--- src/rtl/rtype_decode_unit_pkg.sv ---
// Shared pipeline selector enums, the decoded control bundle, and R-type funct codes
// used by the buffered R-type decode stage.
package selector;

  typedef enum logic [1:0] {
    PC_SRC_NEXT      = 2'd0,
    PC_SRC_EXECPTION = 2'd1,
    PC_SRC_REG       = 2'd2
  } pc_src_t;

  typedef enum logic [2:0] {
    EXC_CHK_NONE      = 3'd0,
    EXC_CHK_RESERVERD = 3'd1,
    EXC_CHK_SYSCALL   = 3'd2,
    EXC_CHK_BREAK     = 3'd3,
    EXC_CHK_OVERFLOW  = 3'd4
  } exc_chk_t;

  typedef enum logic [4:0] {
    ALU_NONE, ALU_ADD, ALU_SUB, ALU_AND, ALU_OR, ALU_XOR, ALU_NOR, ALU_SLT, ALU_SLTU,
    ALU_SLL, ALU_SRL, ALU_SRA, ALU_SLLV, ALU_SRLV, ALU_SRAV,
    ALU_MULT, ALU_MULTU, ALU_DIV, ALU_DIVU
  } alu_sel_t;

  typedef enum logic [1:0] {
    RD_SRC_ALU  = 2'd0,
    RD_SRC_HI   = 2'd1,
    RD_SRC_LO   = 2'd2,
    RD_SRC_LINK = 2'd3
  } rd_src_t;

endpackage

package signals;
  import selector::*;

  typedef struct packed {
    pc_src_t  pc_src;
    exc_chk_t exc_chk;
    alu_sel_t alu_sel;
    logic     reg_write;
    rd_src_t  rd_src;
    logic     hi_write;
    logic     lo_write;
    logic     muldiv;
  } control_t;

  function automatic control_t get_clear_control();
    control_t c;
    c.pc_src    = PC_SRC_NEXT;
    c.exc_chk   = EXC_CHK_NONE;
    c.alu_sel   = ALU_NONE;
    c.reg_write = 1'b0;
    c.rd_src    = RD_SRC_ALU;
    c.hi_write  = 1'b0;
    c.lo_write  = 1'b0;
    c.muldiv    = 1'b0;
    return c;
  endfunction

endpackage

package rtype;

  localparam logic [5:0] OPCODE_SPECIAL = 6'h00;

  // Base funct set
  localparam logic [5:0] FUNCT_SLL     = 6'h00;
  localparam logic [5:0] FUNCT_SYSCALL = 6'h0C;
  localparam logic [5:0] FUNCT_MFHI    = 6'h10;
  localparam logic [5:0] FUNCT_MTHI    = 6'h11;
  localparam logic [5:0] FUNCT_MFLO    = 6'h12;
  localparam logic [5:0] FUNCT_MTLO    = 6'h13;
  localparam logic [5:0] FUNCT_MULT    = 6'h18;
  localparam logic [5:0] FUNCT_MULTU   = 6'h19;
  localparam logic [5:0] FUNCT_DIV     = 6'h1A;
  localparam logic [5:0] FUNCT_DIVU    = 6'h1B;
  localparam logic [5:0] FUNCT_ADDU    = 6'h21;

  // Extended funct set
  localparam logic [5:0] FUNCT_SRL   = 6'h02;
  localparam logic [5:0] FUNCT_SRA   = 6'h03;
  localparam logic [5:0] FUNCT_SLLV  = 6'h04;
  localparam logic [5:0] FUNCT_SRLV  = 6'h06;
  localparam logic [5:0] FUNCT_SRAV  = 6'h07;
  localparam logic [5:0] FUNCT_JR    = 6'h08;
  localparam logic [5:0] FUNCT_JALR  = 6'h09;
  localparam logic [5:0] FUNCT_BREAK = 6'h0D;
  localparam logic [5:0] FUNCT_ADD   = 6'h20;
  localparam logic [5:0] FUNCT_SUB   = 6'h22;
  localparam logic [5:0] FUNCT_SUBU  = 6'h23;
  localparam logic [5:0] FUNCT_AND   = 6'h24;
  localparam logic [5:0] FUNCT_OR    = 6'h25;
  localparam logic [5:0] FUNCT_XOR   = 6'h26;
  localparam logic [5:0] FUNCT_NOR   = 6'h27;
  localparam logic [5:0] FUNCT_SLT   = 6'h2A;
  localparam logic [5:0] FUNCT_SLTU  = 6'h2B;

endpackage

--- src/rtl/rtype_decode_unit_funct_decode.sv ---
// Combinational SPECIAL-opcode decoder: instruction word to control bundle.
module rtype_funct_decode
  import selector::*;
  import signals::*;
  import rtype::*;
#(
  parameter int unsigned EXT_ENABLE = 1
) (
  input  logic [31:0] instr,
  output control_t    ctl
);

  logic [5:0] opcode;
  logic [5:0] funct;
  logic       reserved;

  assign opcode = instr[31:26];
  assign funct  = instr[5:0];

  always_comb begin
    ctl      = get_clear_control();
    reserved = 1'b0;
    if (opcode != OPCODE_SPECIAL) begin
      reserved = 1'b1;
    end else begin
      case (funct)
        FUNCT_SLL:     begin ctl.alu_sel = ALU_SLL; ctl.reg_write = 1'b1; end
        FUNCT_SYSCALL: begin ctl.pc_src = PC_SRC_EXECPTION; ctl.exc_chk = EXC_CHK_SYSCALL; end
        FUNCT_MFHI:    begin ctl.reg_write = 1'b1; ctl.rd_src = RD_SRC_HI; end
        FUNCT_MFLO:    begin ctl.reg_write = 1'b1; ctl.rd_src = RD_SRC_LO; end
        FUNCT_MTHI:    ctl.hi_write = 1'b1;
        FUNCT_MTLO:    ctl.lo_write = 1'b1;
        FUNCT_MULT, FUNCT_MULTU, FUNCT_DIV, FUNCT_DIVU: begin
          ctl.hi_write = 1'b1;
          ctl.lo_write = 1'b1;
          ctl.muldiv   = 1'b1;
          case (funct)
            FUNCT_MULT:  ctl.alu_sel = ALU_MULT;
            FUNCT_MULTU: ctl.alu_sel = ALU_MULTU;
            FUNCT_DIV:   ctl.alu_sel = ALU_DIV;
            default:     ctl.alu_sel = ALU_DIVU;
          endcase
        end
        FUNCT_ADDU:    begin ctl.alu_sel = ALU_ADD; ctl.reg_write = 1'b1; end
        default: begin
          // Extended functs fall through to reserved when the set is disabled
          if (EXT_ENABLE != 0) begin
            ctl.reg_write = 1'b1;
            case (funct)
              FUNCT_SRL:   ctl.alu_sel = ALU_SRL;
              FUNCT_SRA:   ctl.alu_sel = ALU_SRA;
              FUNCT_SLLV:  ctl.alu_sel = ALU_SLLV;
              FUNCT_SRLV:  ctl.alu_sel = ALU_SRLV;
              FUNCT_SRAV:  ctl.alu_sel = ALU_SRAV;
              FUNCT_ADD:   begin ctl.alu_sel = ALU_ADD; ctl.exc_chk = EXC_CHK_OVERFLOW; end
              FUNCT_SUB:   begin ctl.alu_sel = ALU_SUB; ctl.exc_chk = EXC_CHK_OVERFLOW; end
              FUNCT_SUBU:  ctl.alu_sel = ALU_SUB;
              FUNCT_AND:   ctl.alu_sel = ALU_AND;
              FUNCT_OR:    ctl.alu_sel = ALU_OR;
              FUNCT_XOR:   ctl.alu_sel = ALU_XOR;
              FUNCT_NOR:   ctl.alu_sel = ALU_NOR;
              FUNCT_SLT:   ctl.alu_sel = ALU_SLT;
              FUNCT_SLTU:  ctl.alu_sel = ALU_SLTU;
              FUNCT_JR:    begin ctl.pc_src = PC_SRC_REG; ctl.reg_write = 1'b0; end
              FUNCT_JALR:  begin ctl.pc_src = PC_SRC_REG; ctl.rd_src = RD_SRC_LINK; end
              FUNCT_BREAK: begin
                ctl.pc_src    = PC_SRC_EXECPTION;
                ctl.exc_chk   = EXC_CHK_BREAK;
                ctl.reg_write = 1'b0;
              end
              default:     reserved = 1'b1;
            endcase
          end else begin
            reserved = 1'b1;
          end
        end
      endcase
    end
    if (reserved) begin
      ctl         = get_clear_control();
      ctl.pc_src  = PC_SRC_EXECPTION;
      ctl.exc_chk = EXC_CHK_RESERVERD;
    end
  end

endmodule

--- src/rtl/rtype_decode_unit.sv ---
// Buffered R-type decode stage: instruction queue, head decode, HI/LO hazard
// gating against an in-flight mul/div, and issue hold after an exception.
module rtype_decode_unit
  import selector::*;
  import signals::*;
#(
  parameter int unsigned QUEUE_DEPTH   = 4,
  parameter int unsigned MULDIV_CYCLES = 32,
  parameter int unsigned EXT_ENABLE    = 1
) (
  input  logic        clk,
  input  logic        reset,
  input  logic        flush,
  input  logic        in_valid,
  output logic        in_ready,
  input  logic [31:0] in_instr,
  input  logic [31:0] in_pc,
  output logic        out_valid,
  input  logic        out_ready,
  output control_t    out_ctl,
  output logic [31:0] out_instr,
  output logic [31:0] out_pc,
  output logic        muldiv_busy
);

  localparam int unsigned PTR_W = $clog2(QUEUE_DEPTH);
  localparam int unsigned CNT_W = $clog2(QUEUE_DEPTH + 1);
  localparam int unsigned MD_W  = $clog2(MULDIV_CYCLES + 1);

  logic [31:0]      instr_mem [QUEUE_DEPTH];
  logic [31:0]      pc_mem    [QUEUE_DEPTH];
  logic [PTR_W-1:0] wr_ptr, rd_ptr;
  logic [CNT_W-1:0] count;
  logic [MD_W-1:0]  md_cnt;
  logic             exc_hold;

  logic     empty, full, push, pop, hilo_use, hazard;
  control_t head_ctl;

  assign out_instr = instr_mem[rd_ptr];
  assign out_pc    = pc_mem[rd_ptr];

  rtype_funct_decode #(.EXT_ENABLE(EXT_ENABLE)) u_decode (
    .instr(out_instr),
    .ctl  (head_ctl)
  );

  assign empty       = (count == '0);
  assign full        = (count == CNT_W'(QUEUE_DEPTH));
  assign in_ready    = !full;
  assign muldiv_busy = (md_cnt != '0);
  assign hilo_use    = head_ctl.muldiv || head_ctl.hi_write || head_ctl.lo_write ||
                       (head_ctl.rd_src == RD_SRC_HI) || (head_ctl.rd_src == RD_SRC_LO);
  assign hazard      = hilo_use && muldiv_busy;
  assign out_valid   = !empty && !hazard && !exc_hold && !flush;
  assign out_ctl     = empty ? get_clear_control() : head_ctl;
  assign push        = in_valid && in_ready && !flush;
  assign pop         = out_valid && out_ready;

  always_ff @(posedge clk) begin
    if (push) begin
      instr_mem[wr_ptr] <= in_instr;
      pc_mem[wr_ptr]    <= in_pc;
    end
  end

  always_ff @(posedge clk or posedge reset) begin
    if (reset) begin
      wr_ptr   <= '0;
      rd_ptr   <= '0;
      count    <= '0;
      exc_hold <= 1'b0;
    end else if (flush) begin
      wr_ptr   <= '0;
      rd_ptr   <= '0;
      count    <= '0;
      exc_hold <= 1'b0;
    end else begin
      if (push) wr_ptr <= wr_ptr + PTR_W'(1);
      if (pop)  rd_ptr <= rd_ptr + PTR_W'(1);
      case ({push, pop})
        2'b10:   count <= count + CNT_W'(1);
        2'b01:   count <= count - CNT_W'(1);
        default: count <= count;
      endcase
      if (pop && head_ctl.pc_src == PC_SRC_EXECPTION) exc_hold <= 1'b1;
    end
  end

  // The in-flight operation completes regardless of flush
  always_ff @(posedge clk or posedge reset) begin
    if (reset) begin
      md_cnt <= '0;
    end else if (pop && head_ctl.muldiv) begin
      md_cnt <= MD_W'(MULDIV_CYCLES);
    end else if (md_cnt != '0) begin
      md_cnt <= md_cnt - MD_W'(1);
    end
  end

endmodule
--- config.mk ---
export PLATFORM = sky130hd
export DESIGN_NAME = rtype_decode_unit
export DESIGN_NICKNAME = d
export VERILOG_FILES = /design/src/rtl/rtype_decode_unit_pkg.sv /design/src/rtl/rtype_decode_unit_funct_decode.sv /design/src/rtl/rtype_decode_unit.sv
export SDC_FILE = /design/constraint.sdc
export NUM_CORES = 1
export LEC_CHECK = 0
export CAP_MARGIN = 20
export CORE_UTILIZATION = 58
export DETAILED_ROUTE_END_ITERATION = 8
export PLACE_DENSITY = 0.86
export SLEW_MARGIN = 20
export SYNTH_ARGS = -nofsm -noshare
export SYNTH_HDL_FRONTEND = slang
export SYNTH_SLANG_ARGS = --single-unit
--- constraint.sdc ---
create_clock -name clk -period 6.25 [get_ports clk]
set_clock_uncertainty 0.05 [all_clocks]
set_input_delay 1.25 -clock clk [delete_from_list [all_inputs] [get_ports clk]]
set_output_delay 1.25 -clock clk [all_outputs]
set_load 0.01 [all_outputs]
==> results.cfg, run 1 <==
[outcome]
outcome = finished, final reports clean

[yosys]
synth_warnings = 0
syn_nets = 588
synth.lib_cells_used.distinct = 50
ys_ff_latch = 270
synth-edff-count = 256
netlist_instances = 513
synth-async-reset-ratio = 0.05185
syn_avg_cell_area_um2 = 20.60
dominantRegCellSynth = edfxtp_1
synth_top_area_frac = 0.7273
synth_area_leader_cell = edfxtp_1
synth-seq-area-share = 0.7604
syn_area_um2 = 10570
synth_area_leaders = edfxtp_1, mux4_2, dfrtp_1, nor2_1, ha_1

[place]
io_buffers = 151
gp_congestion = 0.8512
dp_hpwl_mm = 12.04
dp_cells = 868

[floorplanning]
initial_core_util = 0.6027
core_um2 = 17540
num_rows = 48
dieArea_um2 = 18770
dieHeight_um = 137.0
die_x_um = 137.0
boundaryPins = 152

[sta]
whs_ns = 0.4706
report.final.slew_viol_count = 0
relSlewSlack = 0.3003
fin_setup_tns_ns = 0
finalSetupViolations = 0
worst_pin_slew_ns = 1.035
period_share = 0.8132
min_period_ns = 5.083
fmax_mhz = 196.8
finalHoldViolCount = 0
rsz0062_at_grt = no

[run]
drv_cap = 0

[drt]
wirelength_mm = 21.93
ant_nets = 0
drt_iter0_markers = 379
vias = 5486
wire_per_inst_um = 23.87
drt_pre_antenna_iters = 5
via_per_inst = 5.970
drc = 0

[power]
worst_ir_drop_vdd_mv = 0.2642
p_leak_uw = 0.004181
power_density_nw_per_um2 = 328.8

[setup_path]
r2r_cells = 10
crit_type = reg2out
reg2reg_slack_ns = 2.83
arrival_ns = 3.78
critPathMaxStageDelay_ns = 0.81
setup.worst_path.start_class = flop
cp_data_required_time_ns = 4.95
worstPathMaxFanout = 29
crit_chain = mux4_2, nor2b_1, a21oi_1, o311a_2, and2_1, nor2_1, clkdlybuf4s50_1
r2r_start = rd_ptr[0]
end_kind = output pin
r2r_end = count[2]
slowest_stage = dfrtp_4

[cells_and_area]
area_growth_pct = 23.89
instances_no_fill = 919
mostFrequentLayoutCell = edfxtp_1
nFillCells = 983
drive_above_1_share = 0.1768
mostFrequentLayoutCells = edfxtp_1, clkdlybuf4s50_1, mux4_2, nor2_1, clkbuf_16
fin_nets = 746

[clock_tree]
ctsResizeCount = 0
post-cts-setup-buffers = 0
clockBufferDepth = 3
cts_max_level = 1
clkTransAtPathRegs_ns = 0.06
cts_tree = done
cts_hold_buf = 0
clk_latency_ns = 0.52
cts_buffers = 26
clock-sinks = 270
clockRootBuffer = clkbuf_16

[min_path]
hp-class = reg2reg
hold_path_end = md_cnt[4]
hp-start = md_cnt[4]
hold_path_depth = 2

[global_route]
grt_overflow = 0
antenna_found_initial = 4
grt_max_degree = 65
grt_pass1_wl_mm = 32.37
grt_pass1_vias = 5744
gr-usage-all-layers = 0.2366
-- cells by family (layout without fill, tap and decap cells) --
kind of cell,Yosys count,in the layout,synth area share
DFF,270,270,0.7604
adders and majority gates,6,6,0.007813
xor gates and xnor gates,4,4,0.003315
AOI/OAI and AO/OA,34,34,0.02214
other,0,4,0
and+or+nand+nor,89,89,0.04593
muxes,72,72,0.1448
buffers and inverters,38,215,0.01563
-- cell type report --
type / count / area [um^2] / area share
repair buffers: 154 / 1534 / 0.1171
flip-flops and latches: 270 / 8045 / 0.6144
clock buffers: 31 / 690.7 / 0.05274
inverters: 14 / 52.55 / 0.004013
diodes: 4 / 10.01 / 0.0007644
well taps: 225 / 281.5 / 0.02150
multi-input cells: 205 / 2377 / 0.1815
clock inverters: 16 / 103.9 / 0.007930
-- worst max path at each step --
stage                   start               to  slack [ns]  cells after the start
finish              rd_ptr[0]      out_ctl[14]        1.17                      7
global route        rd_ptr[0]      out_ctl[13]        0.94                      7
CTS                 rd_ptr[0]      out_ctl[14]        1.16                      7
detailed placement  rd_ptr[0]      out_ctl[13]        1.70                      7
global placement    rd_ptr[0]      out_ctl[13]        1.76                      7
floorplan               flush  instr_mem[0][0]        2.64                      3
-- synth_stat cells, types with 5 or more instances --
cell type / instances
a21oi_1: 10
and2_1: 7
buf_1: 8
buf_2: 6
clkbuf_1: 8
dfrtp_1: 14
edfxtp_1: 256
ha_1: 5
inv_1: 13
mux4_2: 64
nand2_1: 12
nand2b_1: 5
nand3_1: 6
nor2_1: 27
nor2b_1: 6
nor3_1: 5
-- metrics by stage --
| stage | setup WS, ns | total power, uW | area, um^2 | utilization |
|---|---|---|---|---|
| 6_report | 1.168 | 4306 | 13100 | 0.7467 |
| 5_1_grt | 0.9389 | 4453 | 13090 | 0.7464 |
| 4_1_cts | 1.156 | 4318 | 13090 | 0.7461 |
| 3_5_place_dp | 1.700 | 2875 | 12290 | 0.7008 |
| 3_3_place_gp | 1.756 | 2850 | 12290 | 0.7008 |
| 2_1_floorplan | 2.644 | 2566 | 10570 | - |
-- state kept, by name (all words and copies together), names as in the netlist --
name	count
count	3
rd_ptr	2
pc_mem	128
md_cnt	6
instr_mem	128
wr_ptr	2
exc_hold	1
-- worst max-delay path: cells and delay by family (launching register included) --
kind | cells | cell delay [ns]
DFF | 1 | 0.81
AOI/OAI and AO/OA | 2 | 0.52
and+or+nand+nor | 3 | 0.61
buffers and inverters | 1 | 0.54
muxes | 1 | 0.76
-- routing by layer --
metal	up-vias	routed length, um	global-route usage
met4	0	510	0.08059
li1	2406	-	-
met3	42	1922	0.06741
met2	254	10960	0.3858
met1	2784	8537	0.3081
met5	-	0	0
-- power breakdown --
part,total [uW],internal [uW],switching [uW]
Clock,1460,826,634
Combinational,697,362,335
Sequential,2150,2080,66.2
(Power assumes the default switching activity.)
==> run 2: changes to the inputs <==
--- a/config.mk
+++ b/config.mk
@@ -6,9 +6,9 @@
 export NUM_CORES = 1
 export LEC_CHECK = 0
 export CAP_MARGIN = 20
-export CORE_UTILIZATION = 58
+export CORE_UTILIZATION = 54
 export DETAILED_ROUTE_END_ITERATION = 8
-export PLACE_DENSITY = 0.86
+export PLACE_DENSITY = 0.81
 export SLEW_MARGIN = 20
 export SYNTH_ARGS = -nofsm -noshare
 export SYNTH_HDL_FRONTEND = slang
==> constraint.sdc (replaced) <==
create_clock -name clk -period 5.2 [get_ports clk]
set_clock_uncertainty 0.05 [all_clocks]
set_input_delay 1.04 -clock clk [delete_from_list [all_inputs] [get_ports clk]]
set_output_delay 1.04 -clock clk [all_outputs]
set_load 0.01 [all_outputs]
==> results.cfg, run 2 (same netlist as run 1, synthesis figures left out) <==
[setup_path]
crit_cells = 7
end_kind = output pin
cp_data_required_time_ns = 4.11
r2r_start = rd_ptr[0]
crit_chain = mux4_2, inv_1, o2111a_1, o311a_2, nand2_2, nor4_2, clkdlybuf4s50_1
slowest_stage = mux4_2
r2r_end = count[2]
critPathBufInv = 2
critPathMaxStageDelay_ns = 0.69
crit_family = buffers and inverters
crit_type = reg2out
reg2reg_slack_ns = 1.99
r2r_cells = 10
setup.worst_path.start_class = flop
worstPathMaxFanout = 19
arrival_ns = 3.56

[floorplanning]
dieArea_um2 = 20140
boundaryPins = 152
core_um2 = 18960
initial_core_util = 0.5576
num_rows = 50
die_x_um = 141.9
dieHeight_um = 141.9

[power]
worst_ir_drop_vdd_mv = 0.3004
power_density_nw_per_um2 = 404.9
p_leak_uw = 0.004248
totalPowerFinal_uw = 5365

[place]
post-place-ws_ns = 1.044
io_buffers = 151
dp_hpwl_mm = 11.80
dp_cells = 904
gp_congestion = 0.8081

[drt]
wire_per_inst_um = 20.58
via_per_inst = 5.573
ant_nets = 0
drt_iter0_markers = 313
wirelength_mm = 19.61
vias = 5311
drt_pre_antenna_iters = 5
drc = 0

[clock_tree]
post-cts-setup-buffers = 0
cts_tree = done
clockBufferDepth = 3
clk_latency_ns = 0.53
cts_buffers = 27
clock-sinks = 270
cts_hold_buf = 0
ctsResizeCount = 0
clockRootBuffer = clkbuf_16
cts_max_level = 1
clkTransAtPathRegs_ns = 0.07

[sta]
finalHoldViolCount = 0
report.final.slew_viol_count = 0
finalSetupViolations = 0
relSlewSlack = 0.3438
min_period_ns = 4.652
period_share = 0.8947
fin_setup_tns_ns = 0
rsz0062_at_grt = no
worst_pin_slew_ns = 0.9843
fmax_mhz = 214.9
whs_ns = 0.5006
fin_ws_ns = 0.5477

[min_path]
hp-start = md_cnt[4]
hold_path_depth = 2
hold_path_end = md_cnt[4]
hp-class = reg2reg

[cells_and_area]
mostFrequentLayoutCell = edfxtp_1
regArea_um2 = 8045
multi_input_area_um2 = 2377
antennaDiodeCount = 0
reg.largest.list = instr_mem: 128 flops, pc_mem: 128 flops, md_cnt: 6 flops
fin_nets = 748
instances_no_fill = 953
mostFrequentLayoutCells = edfxtp_1, clkdlybuf4s50_1, mux4_2, nor2_1, clkbuf_16
area_growth_pct = 25.37
nFillCells = 1193
drive_above_1_share = 0.1890

[global_route]
grt_pass1_wl_mm = 31.10
antenna_found_initial = 1
grt_overflow = 0
gr-usage-all-layers = 0.2034
grt_max_degree = 65
grt_pass1_vias = 5787

[outcome]
outcome = finished, final reports clean

[run]
drv_cap = 0
[run 2: changes by cell type in the layout (fill, tap and decap cells not counted)]
| cell | delta |
|---|---|
| clkinv_1 | -2 |
| inv_6 | +2 |
| bufinv_16 | +3 |
| inv_16 | +1 |
| buf_4 | +1 |
| clkbuf_1 | -4 |
| diode_2 | -4 |
| clkinv_2 | +2 |
[run 2: worst max-delay path by stage]
stage	slack, ns	endpoint	start
5_1_grt	0.30	out_ctl[13]	rd_ptr[0]
4_1_cts	0.48	out_ctl[13]	rd_ptr[0]
3_3_place_gp	1.10	out_ctl[13]	rd_ptr[0]
2_1_floorplan	1.80	instr_mem[0][0]	flush
3_5_place_dp	1.04	out_ctl[13]	rd_ptr[0]
6_report	0.55	out_ctl[13]	rd_ptr[0]
[run 2: power breakdown]
| part | internal, uW | leakage (uW) | switching [uW] |
|---|---|---|---|
| Sequential | 2500 | 0.00250 | 64.6 |
| Clock | 1160 | 0.000445 | 805 |
| Combinational | 436 | 0.00130 | 401 |
| Total | 4090 | 0.00425 | 1270 |
[run 2: through the flow]
step / utilization / cell area [um^2]
floorplan: - / 10570
global placement: 0.6511 / 12340
finish: 0.6991 / 13250
global route: 0.6991 / 13250
detailed placement: 0.6511 / 12340
CTS: 0.6991 / 13250
[run 2: worst min-delay path: stages (launching register included)]
cell     delay [ns]
dfrtp_1        0.38
nand2_1        0.06
o21ai_0        0.07
[run 2: layer usage]
layer  global-route usage  vias to the layer above  part of all wire
li1                     -                     2404                 -
met5                    0                        -           0.00046
met3              0.06446                       27             0.089
met2               0.3492                      178              0.50
met1               0.2568                     2700              0.40
met4              0.04018                        2             0.016
[run 2: area by class of cell]
type | instances | area share
Clock buffer | 27 | 0.05099
Clock inverter | 22 | 0.01766
Inverter | 14 | 0.003966
Multi-Input combinational cell | 205 | 0.1794
Sequential cell | 270 | 0.6071
Tap cell | 260 | 0.02455
Timing Repair Buffer | 155 | 0.1163
==> run 3: changes to the inputs <==
--- a/config.mk
+++ b/config.mk
@@ -6,6 +6,7 @@
 export NUM_CORES = 1
 export LEC_CHECK = 0
 export CAP_MARGIN = 20
+export CORE_MARGIN = 3
 export CORE_UTILIZATION = 54
 export DETAILED_ROUTE_END_ITERATION = 8
 export PLACE_DENSITY = 0.81
==> results.cfg, run 3 (same netlist as run 1, synthesis figures left out) <==
[setup_path]
setup.worst_path.start_class = flop
cp_data_required_time_ns = 4.11
worstPathMaxFanout = 24
critPathMaxStageDelay_ns = 0.74
crit_chain = mux4_2, mux2i_1, o2111a_1, o311a_2, nand2_2, nor4_2, clkdlybuf4s50_1
arrival_ns = 3.64
crit_type = reg2out
reg2reg_slack_ns = 1.92
end_kind = output pin
slowest_stage = mux4_2

[place]
io_buffers = 151
gp_congestion = 0.9315
dp_hpwl_mm = 12.23

[clock_tree]
cts_hold_buf = 0
clockBufferDepth = 3
post-cts-setup-buffers = 0
cts_buffers = 27
clk_latency_ns = 0.52
clock-sinks = 270
cts_tree = done
cts_max_level = 1
clockRootBuffer = clkbuf_16
clkTransAtPathRegs_ns = 0.06
ctsResizeCount = 0

[cells_and_area]
nFillCells = 1195
mostFrequentLayoutCells = edfxtp_1, clkdlybuf4s50_1, mux4_2, nor2_1, clkbuf_16
area_growth_pct = 24.83
antennaDiodeCount = 0
mostFrequentLayoutCell = edfxtp_1
reg.largest.list = instr_mem: 128 flops, pc_mem: 128 flops, md_cnt: 6 flops
drive_above_1_share = 0.1847
fin_nets = 748

[floorplanning]
initial_core_util = 0.5576
dieArea_um2 = 21290
die_x_um = 145.9
dieHeight_um = 145.9
core_um2 = 18960
boundaryPins = 152
num_rows = 50

[drt]
drt_iter0_markers = 354
wl_met2_mm = 9.986
vias = 5380
drc = 0
wire_per_inst_um = 20.93
top_layer = met4
ant_nets = 0
wirelength_mm = 19.95
drt-met1-wl_mm = 7.982
via_per_inst = 5.645
drt_pre_antenna_iters = 4
wl_met3_mm = 1.660

[global_route]
grt_max_degree = 65
antenna_found_initial = 0
grt_overflow = 0
gr-usage-all-layers = 0.1907
grt_pass1_vias = 5801
grt_pass1_wl_mm = 32.11

[sta]
worst_pin_slew_ns = 0.9880
finalSetupViolations = 0
finalHoldViolCount = 0
rsz0062_at_grt = no
min_period_ns = 4.732
relSlewSlack = 0.3413
fin_setup_tns_ns = 0
report.final.slew_viol_count = 0
period_share = 0.9100
fmax_mhz = 211.3

[power]
power_density_nw_per_um2 = 398.2
p_leak_uw = 0.004226
totalPowerFinal_uw = 5254
worst_ir_drop_vdd_mv = 0.2996

[run]
drv_cap = 0

[outcome]
outcome = finished, final reports clean

[min_path]
hp-class = reg2reg
run 3: changes by cell type in the layout (fill, tap and decap cells not counted), sizes merged:
cell	delta
clkinvlp	-1
inv	-2
bufinv	-1
clkbuf	+4
run 3: cell type report:
type,instances,area [um^2],share of cell area
flip-flops and latches,270,8043,0.6095
multi-input cells,205,2377,0.1802
repair buffers,155,1541,0.1168
clock buffers,31,690.7,0.05234
well taps,260,325.3,0.02465
clock inverters,18,165.2,0.01252
inverters,14,52.55,0.003983
run 3: worst max-delay path: cells and delay by family (launching register included):
family	cells	cell delay (ns)
compound gates	2	0.46
buf+inv	1	0.58
flops	1	0.73
mux	2	0.94
simple gates	2	0.40
run 3: where the power goes:
group | internal (uW) | switching [uW] | leakage (uW)
sequential | 2500 | 68.5 | 0.00250
clock | 1100 | 752 | 0.000424
combinational | 436 | 397 | 0.00130
total | 4040 | 1220 | 0.00423
run 3: final timing paths:
path	startpoint	end	cells after the start
worst max-delay path	rd_ptr[0]	out_ctl[13]	7
worst min-delay path	md_cnt[3]	md_cnt[3]	2
worst max register to register	rd_ptr[0]	count[2]	10
worst min register to register	md_cnt[3]	md_cnt[3]	2
max in group asynchronous	reset	rd_ptr[0]	2
min in group asynchronous	reset	rd_ptr[0]	2
run 3: stage by stage:
stage / utilization / hold slack, ns / std cells / setup slack, ns / area [um^2]
5_1_grt: 0.6961 / 0.5167 / 953 / 0.1634 / 13200
3_5_place_dp: 0.6510 / 0.4673 / 904 / 0.9911 / 12340
6_report: 0.6961 / 0.4830 / 953 / 0.4682 / 13200
4_1_cts: 0.6961 / 0.4805 / 953 / 0.4179 / 13200
3_3_place_gp: 0.6510 / 0.4436 / 904 / 1.068 / 12340
2_1_floorplan: - / 0.4262 / 513 / 1.804 / 10570
run 3: metal layers:
layer,vias to the layer above,global-route usage
met4,0,0.04036
met3,30,0.05481
met5,-,0
met2,174,0.3175
met1,2777,0.2557
li1,2399,-
